File: config.mk
export PLATFORM = sky130hd
export DESIGN_NAME = rsa_skew_feeder
export DESIGN_NICKNAME = d
export VERILOG_FILES = /design/src/rtl/rsa_pkg.sv /design/src/rtl/skew_delay_line.sv /design/src/rtl/rsa_skew_feeder.sv
export SDC_FILE = /design/constraint.sdc
export NUM_CORES = 1
export LEC_CHECK = 0
export CAP_MARGIN = 20
export CORE_ASPECT_RATIO = 0.5
export CORE_MARGIN = 2
export CORE_UTILIZATION = 45
export DETAILED_ROUTE_END_ITERATION = 10
export PLACE_DENSITY = 0.81
export SETUP_SLACK_MARGIN = 0.4
export SYNTH_ARGS = -nofsm -noshare
export SYNTH_HDL_FRONTEND = slang
export SYNTH_SLANG_ARGS = --single-unit
File: constraint.sdc
create_clock -name clk -period 45.4 [get_ports clk]
set_input_delay 6.81 -clock clk [delete_from_list [all_inputs] [get_ports clk]]
set_output_delay 6.81 -clock clk [all_outputs]
set_load 0.01 [all_outputs]
File: src/rtl/rsa_pkg.sv
// rsa_pkg: shared FSM state encoding, default lane width and a small helper
// used by the skew feeder.
package rsa_pkg;

    localparam int RSA_DW_DEFAULT = 32;

    typedef enum logic [1:0] {
        S_IDLE   = 2'd0,
        S_STREAM = 2'd1,
        S_DRAIN  = 2'd2,
        S_DONE   = 2'd3
    } feeder_state_e;

    function automatic int maxInt(input int a, input int b);
        return (a > b) ? a : b;
    endfunction

endpackage

File: src/rtl/skew_delay_line.sv
// skew_delay_line: DEPTH-stage register chain of width W; DEPTH=0 is a
// plain wire so lane 0 needs no special casing in the parent.
module skew_delay_line #(
    parameter int DEPTH = 1,
    parameter int W     = 8
) (
    input  logic         clk,
    input  logic         rst,
    input  logic [W-1:0] d_i,
    output logic [W-1:0] q_o
);

    if (DEPTH == 0) begin : gWire
        logic unusedClockReset;
        assign unusedClockReset = clk ^ rst;
        assign q_o = d_i;
    end else begin : gChain
        logic [W-1:0] stage_q [DEPTH];

        // Shift the value one stage further down the chain every cycle.
        always_ff @(posedge clk or posedge rst) begin
            if (rst) begin
                for (int k = 0; k < DEPTH; k++) stage_q[k] <= '0;
            end else begin
                stage_q[0] <= d_i;
                for (int k = 1; k < DEPTH; k++) stage_q[k] <= stage_q[k-1];
            end
        end

        assign q_o = stage_q[DEPTH-1];
    end

endmodule

File: src/rtl/rsa_skew_feeder.sv
// rsa_skew_feeder: accepts up to L beats per job (A column + B row) and
// drives them onto the array edges with a skew equal to the lane index,
// then drains the skew pipeline and pulses done.
// Build macro RSA_FEEDER_ZERO_FILL_EN: lane data is forced to zero in every
// slot without a beat; when undefined, lanes hold their last beat value.
module rsa_skew_feeder
    import rsa_pkg::*;
#(
    parameter int X      = 4,
    parameter int Y      = 4,
    parameter int L      = 4,
    parameter int RSA_DW = RSA_DW_DEFAULT
) (
    input  logic                  clk,
    input  logic                  sys_rst,
    input  logic                  start,
    input  logic [$clog2(L):0]    k_len,
    output logic                  busy,
    output logic                  done,
    input  logic                  in_valid,
    output logic                  in_ready,
    input  logic [X*RSA_DW-1:0]   a_col,
    input  logic [Y*RSA_DW-1:0]   b_row,
    output logic [X*RSA_DW-1:0]   A_data,
    output logic [Y*RSA_DW-1:0]   B_data,
    output logic [Y-1:0]          new_cal_en,
    output logic [Y-1:0]          new_cal_done
);

    localparam int KW        = $clog2(L) + 1;
    localparam int DRAIN_LEN = maxInt(X, Y);
    localparam int CW        = $clog2(DRAIN_LEN) + 1;

    feeder_state_e state_q, state_d;
    logic [KW-1:0] len_q, len_d;
    logic [KW-1:0] beat_q, beat_d;
    logic [CW-1:0] drain_q, drain_d;
    logic          xferStrobe;
    logic          lastStrobe;

    logic [X*RSA_DW-1:0] aEntry_q, aIdle;
    logic [Y*RSA_DW-1:0] bEntry_q, bIdle;
    logic                enEntry_q;
    logic                lastEntry_q;

    // Job sequencing: next state, beat/drain counters and handshake outputs.
    always_comb begin
        state_d    = state_q;
        len_d      = len_q;
        beat_d     = beat_q;
        drain_d    = drain_q;
        busy       = 1'b0;
        done       = 1'b0;
        in_ready   = 1'b0;
        xferStrobe = 1'b0;
        lastStrobe = 1'b0;
        case (state_q)
            S_IDLE: begin
                if (start) begin
                    len_d  = (k_len > KW'(L)) ? KW'(L) : k_len;
                    beat_d = '0;
                    state_d = (k_len == '0) ? S_DONE : S_STREAM;
                end
            end
            S_STREAM: begin
                busy       = 1'b1;
                in_ready   = (beat_q < len_q);
                xferStrobe = in_valid && in_ready;
                lastStrobe = xferStrobe && (beat_q == len_q - KW'(1));
                if (lastStrobe) begin
                    beat_d  = '0;
                    drain_d = '0;
                    state_d = S_DRAIN;
                end else if (xferStrobe) begin
                    beat_d = beat_q + KW'(1);
                end
            end
            S_DRAIN: begin
                busy = 1'b1;
                if (drain_q == CW'(DRAIN_LEN - 1)) begin
                    drain_d = '0;
                    state_d = S_DONE;
                end else begin
                    drain_d = drain_q + CW'(1);
                end
            end
            S_DONE: begin
                done    = 1'b1;
                state_d = S_IDLE;
            end
            default: state_d = S_IDLE;
        endcase
    end

    // FSM state and counter registers.
    always_ff @(posedge clk or posedge sys_rst) begin
        if (sys_rst) begin
            state_q <= S_IDLE;
            len_q   <= '0;
            beat_q  <= '0;
            drain_q <= '0;
        end else begin
            state_q <= state_d;
            len_q   <= len_d;
            beat_q  <= beat_d;
            drain_q <= drain_d;
        end
    end

`ifdef RSA_FEEDER_ZERO_FILL_EN
    assign aIdle = '0;
    assign bIdle = '0;
`else
    assign aIdle = aEntry_q;
    assign bIdle = bEntry_q;
`endif

    // Entry stage common to all lanes; the per-lane chains add the skew.
    always_ff @(posedge clk or posedge sys_rst) begin
        if (sys_rst) begin
            aEntry_q    <= '0;
            bEntry_q    <= '0;
            enEntry_q   <= 1'b0;
            lastEntry_q <= 1'b0;
        end else begin
            aEntry_q    <= xferStrobe ? a_col : aIdle;
            bEntry_q    <= xferStrobe ? b_row : bIdle;
            enEntry_q   <= xferStrobe;
            lastEntry_q <= lastStrobe;
        end
    end

    for (genvar i = 0; i < X; i++) begin : gALane
        skew_delay_line #(.DEPTH(i), .W(RSA_DW)) uADelay (
            .clk (clk),
            .rst (sys_rst),
            .d_i (aEntry_q[i*RSA_DW +: RSA_DW]),
            .q_o (A_data[i*RSA_DW +: RSA_DW])
        );
    end

    for (genvar j = 0; j < Y; j++) begin : gBLane
        skew_delay_line #(.DEPTH(j), .W(RSA_DW)) uBDelay (
            .clk (clk),
            .rst (sys_rst),
            .d_i (bEntry_q[j*RSA_DW +: RSA_DW]),
            .q_o (B_data[j*RSA_DW +: RSA_DW])
        );
        skew_delay_line #(.DEPTH(j), .W(2)) uStrobeDelay (
            .clk (clk),
            .rst (sys_rst),
            .d_i ({lastEntry_q, enEntry_q}),
            .q_o ({new_cal_done[j], new_cal_en[j]})
        );
    end

endmodule

==> flow_metrics.tcl <==
set metrics [dict create \
    grt_pass1_vias 10800 \
    hp-class "reg2reg" \
    syn_area_um2 21500 \
    routed_wl_um 45600 \
    maxCapViolations 0 \
    multi_input_area_um2 3340 \
    cts_sinks 659 \
    synthSimpleGateAreaFrac 0.00471 \
    status "finished clean" \
    met3_usage 0.0350 \
    placementRows 56 \
    crit_type "in2async" \
    min_period_over_period 0.214 \
    drtPass1Iterations 4 \
    synth_nets 1474 \
    dp_hpwl_um 31700 \
    htree_levels 2 \
    grt-ovfl-total 0 \
    yosysWarnings 0 \
    synthDistinctLibCells 30 \
    seq_area_frac_synth 0.766 \
    final_common_cell "dfrtp_1" \
    grt_pass1_wl_um 65700 \
    critPathCaptureType "asynchronous set/reset pin" \
    synthMuxAreaShare 0.137 \
    gr-usage-met2 0.326 \
    ys_ff_latch 659 \
    use_met1 0.199 \
    crit_fanout 201 \
    r2r_cells 8 \
    setup_viol 0 \
    top_usage_layer "met2" \
    initial_core_util 0.458 \
    worstPathRequired_ps 46120 \
    ir_worst_vdd_uv 31.2 \
    ctsLongestPathBuffers 3 \
    rrSetupSlack_ps 41850 \
    cts_buffers 54 \
    core_um2 47000 \
    clk_latency_ps 590 \
    drc_errors 0 \
    postLayoutCoreUtil 0.596 \
    antenna_found_initial 9 \
    synthAdderAreaFrac 0.00640 \
    layout-drive-gt1-share 0.226 \
    dieWidth_um 313 \
    via_count 10200 \
    rr_endpoint "aEntry_q[72]" \
    setup_tns_ps 0 \
    synth-compound-area-share 0.00535 \
    cp.arrival_ps 10430 \
    pin_count 530 \
    die_h_um 159 \
    cp-start-kind "input pin" \
    power.leakage_nw 12.1 \
    wl_per_cell_um 20.2 \
    r2r_start "beat_q[2]" \
    drt_iter0_drc 656 \
    p_per_area_nw_per_um2 74.9 \
    grt_max_degree 202 \
    fillCellCount 3409 \
    syn_area_per_cell_um2 17.9 \
    nets 1844 \
    hold_viol 0 \
    maxSlewHeadroom 0.331 \
    clk_pin_slew_ps 70 \
    worst_pin_slew_ps 1000 \
    fp.dieArea_um2 49700 \
    port_buffers 529 \
    syn_to_final_growth_pct 30.3 \
    seqCellArea_um2 16500 \
    root_buffer "clkbuf_16" \
    fin_crit_ps 9720 \
    startpoint "sys_rst" \
    crit_end "bEntry_q[52]" \
    grt_usage 0.177 \
    hp-start "gBLane[3].uBDelay.gChain.stage_q[73]" \
    cts_setup_buffers 0 \
    cts_tree "yes" \
    synthCells 1200 \
    drv_slew 0 \
    fmax_ghz 0.103 \
    synth_xor_area_frac 0.00151 \
    synth_top_family_by_area "multiplexers" \
    final_cell_mix "659 x dfrtp_1, 529 x clkdlybuf4s50_1, 258 x mux2_2, 55 x clkbuf_16, 12 x bufinv_16" \
    gp_congestion 0.807 \
    cts-hold-fix-buffers 0 \
    rsz0062_at_grt "false" \
    cts_resized 0 \
    clock_skew_ps 20.6 \
    viasPerCell 4.51 \
    power_mw 2.10 \
    ant_nets 0 \
]
-- through the flow --
| stage | area, um^2 | setup slack, ps | instances | hold WS (ps) |
|---|---|---|---|---|
| floorplan | 21500 | 20120 | 1200 | 331 |
| global placement | 26000 | 34460 | 2151 | 331 |
| detailed placement | 26000 | 34400 | 2151 | 335 |
| CTS | 28000 | 35030 | 2244 | 338 |
| global route | 28000 | 35110 | 2252 | 347 |
| finish | 28000 | 35680 | 2252 | 337 |
-- Yosys cell counts --
master       n  area share
a21boi_0     1     0.00035
a21oi_1      2     0.00047
a22o_1       1     0.00041
a32oi_1      1     0.00041
and2_1       1     0.00029
and2b_1      1     0.00035
buf_2        5      0.0012
buf_4      217       0.076
dfrtp_1    659        0.77
ha_1        11      0.0064
inv_1        9      0.0016
inv_2        1     0.00017
mux2_2     258        0.14
mux2_4       1     0.00070
mux2i_1      3      0.0014
nand2_1      6      0.0010
nand2b_1     5      0.0015
nand3_2      1     0.00047
nor2_1       2     0.00035
nor3_1       1     0.00023
o211ai_1     1     0.00035
o21a_1       1     0.00035
o21ai_0      5      0.0012
o21ai_2      1     0.00041
o21ai_4      1     0.00076
o22ai_1      1     0.00029
o2bb2ai_1    1     0.00041
or3_4        1     0.00052
xnor2_1      1     0.00041
xor3_1       1      0.0011
-- sequential cells by signal, indices dropped and copies added (netlist names) --
signal                              flops
lastEntry_q                             1
enEntry_q                               1
len_q                                   3
gBLane.uStrobeDelay.q_o                 2
gALane.uADelay.q_o                     96
gBLane.uBDelay.q_o                     96
aEntry_q                              128
beat_q                                  3
gBLane.uBDelay.gChain.stage_q          96
drain_q                                 3
state_q                                 2
bEntry_q                              128
gBLane.uStrobeDelay.gChain.stage_q      4
gALane.uADelay.gChain.stage_q          96
-- power by group --
| part | switching, mW | internal [mW] | total [mW] | leakage [nW] |
|---|---|---|---|---|
| sequential | 0.115 | 0.881 | 0.996 | 7.85 |
| clock | 0.211 | 0.301 | 0.512 | 0.954 |
| combinational | 0.236 | 0.356 | 0.591 | 3.31 |
-- per-layer routing --
| metal | vias up | routed length, um |
|---|---|---|
| met2 | 200 | 25900 |
| met4 | 0 | 1890 |
| met3 | 114 | 1670 |
| li1 | 4518 | - |
| met1 | 5328 | 16100 |
| met5 | - | 0 |
-- critical path, cell delays in order --
cell             delay, ps
clkdlybuf4s50_1        490
inv_8                  640
buf_4                  810
buf_12                 790
buf_4                  390
buf_16                 340
-- final cells by class --
| cell class | count | share of cell area |
|---|---|---|
| diodes | 7 | 0.000625 |
| clock buffers | 64 | 0.0528 |
| clock inverters | 29 | 0.0169 |
| inverters | 10 | 0.00187 |
| multi-input cells | 309 | 0.119 |
| flip-flops and latches | 659 | 0.588 |
| well taps | 638 | 0.0285 |
| repair buffers | 536 | 0.192 |
-- logic make-up after synthesis --
family / count (synthesis)
AOI/OAI and AO/OA: 16
xor gates and xnor gates: 2
adders and majority gates: 11
buffers and inverters: 232
DFF: 659
muxes: 262
and+or+nand+nor: 18
-- worst min path at each step --
stage	end	slack, ps	cells after the start
6_report	gBLane[3].uBDelay.gChain.stage_q[41]	340	0
5_1_grt	gBLane[3].uBDelay.q_o[4]	350	0
4_1_cts	gBLane[3].uBDelay.q_o[13]	340	0
3_5_place_dp	gALane[2].uADelay.q_o[11]	330	0
3_3_place_gp	gALane[3].uADelay.gChain.stage_q[49]	330	0
2_1_floorplan	gALane[2].uADelay.q_o[0]	330	0
Note: power is estimated with default switching activity, not from simulation.
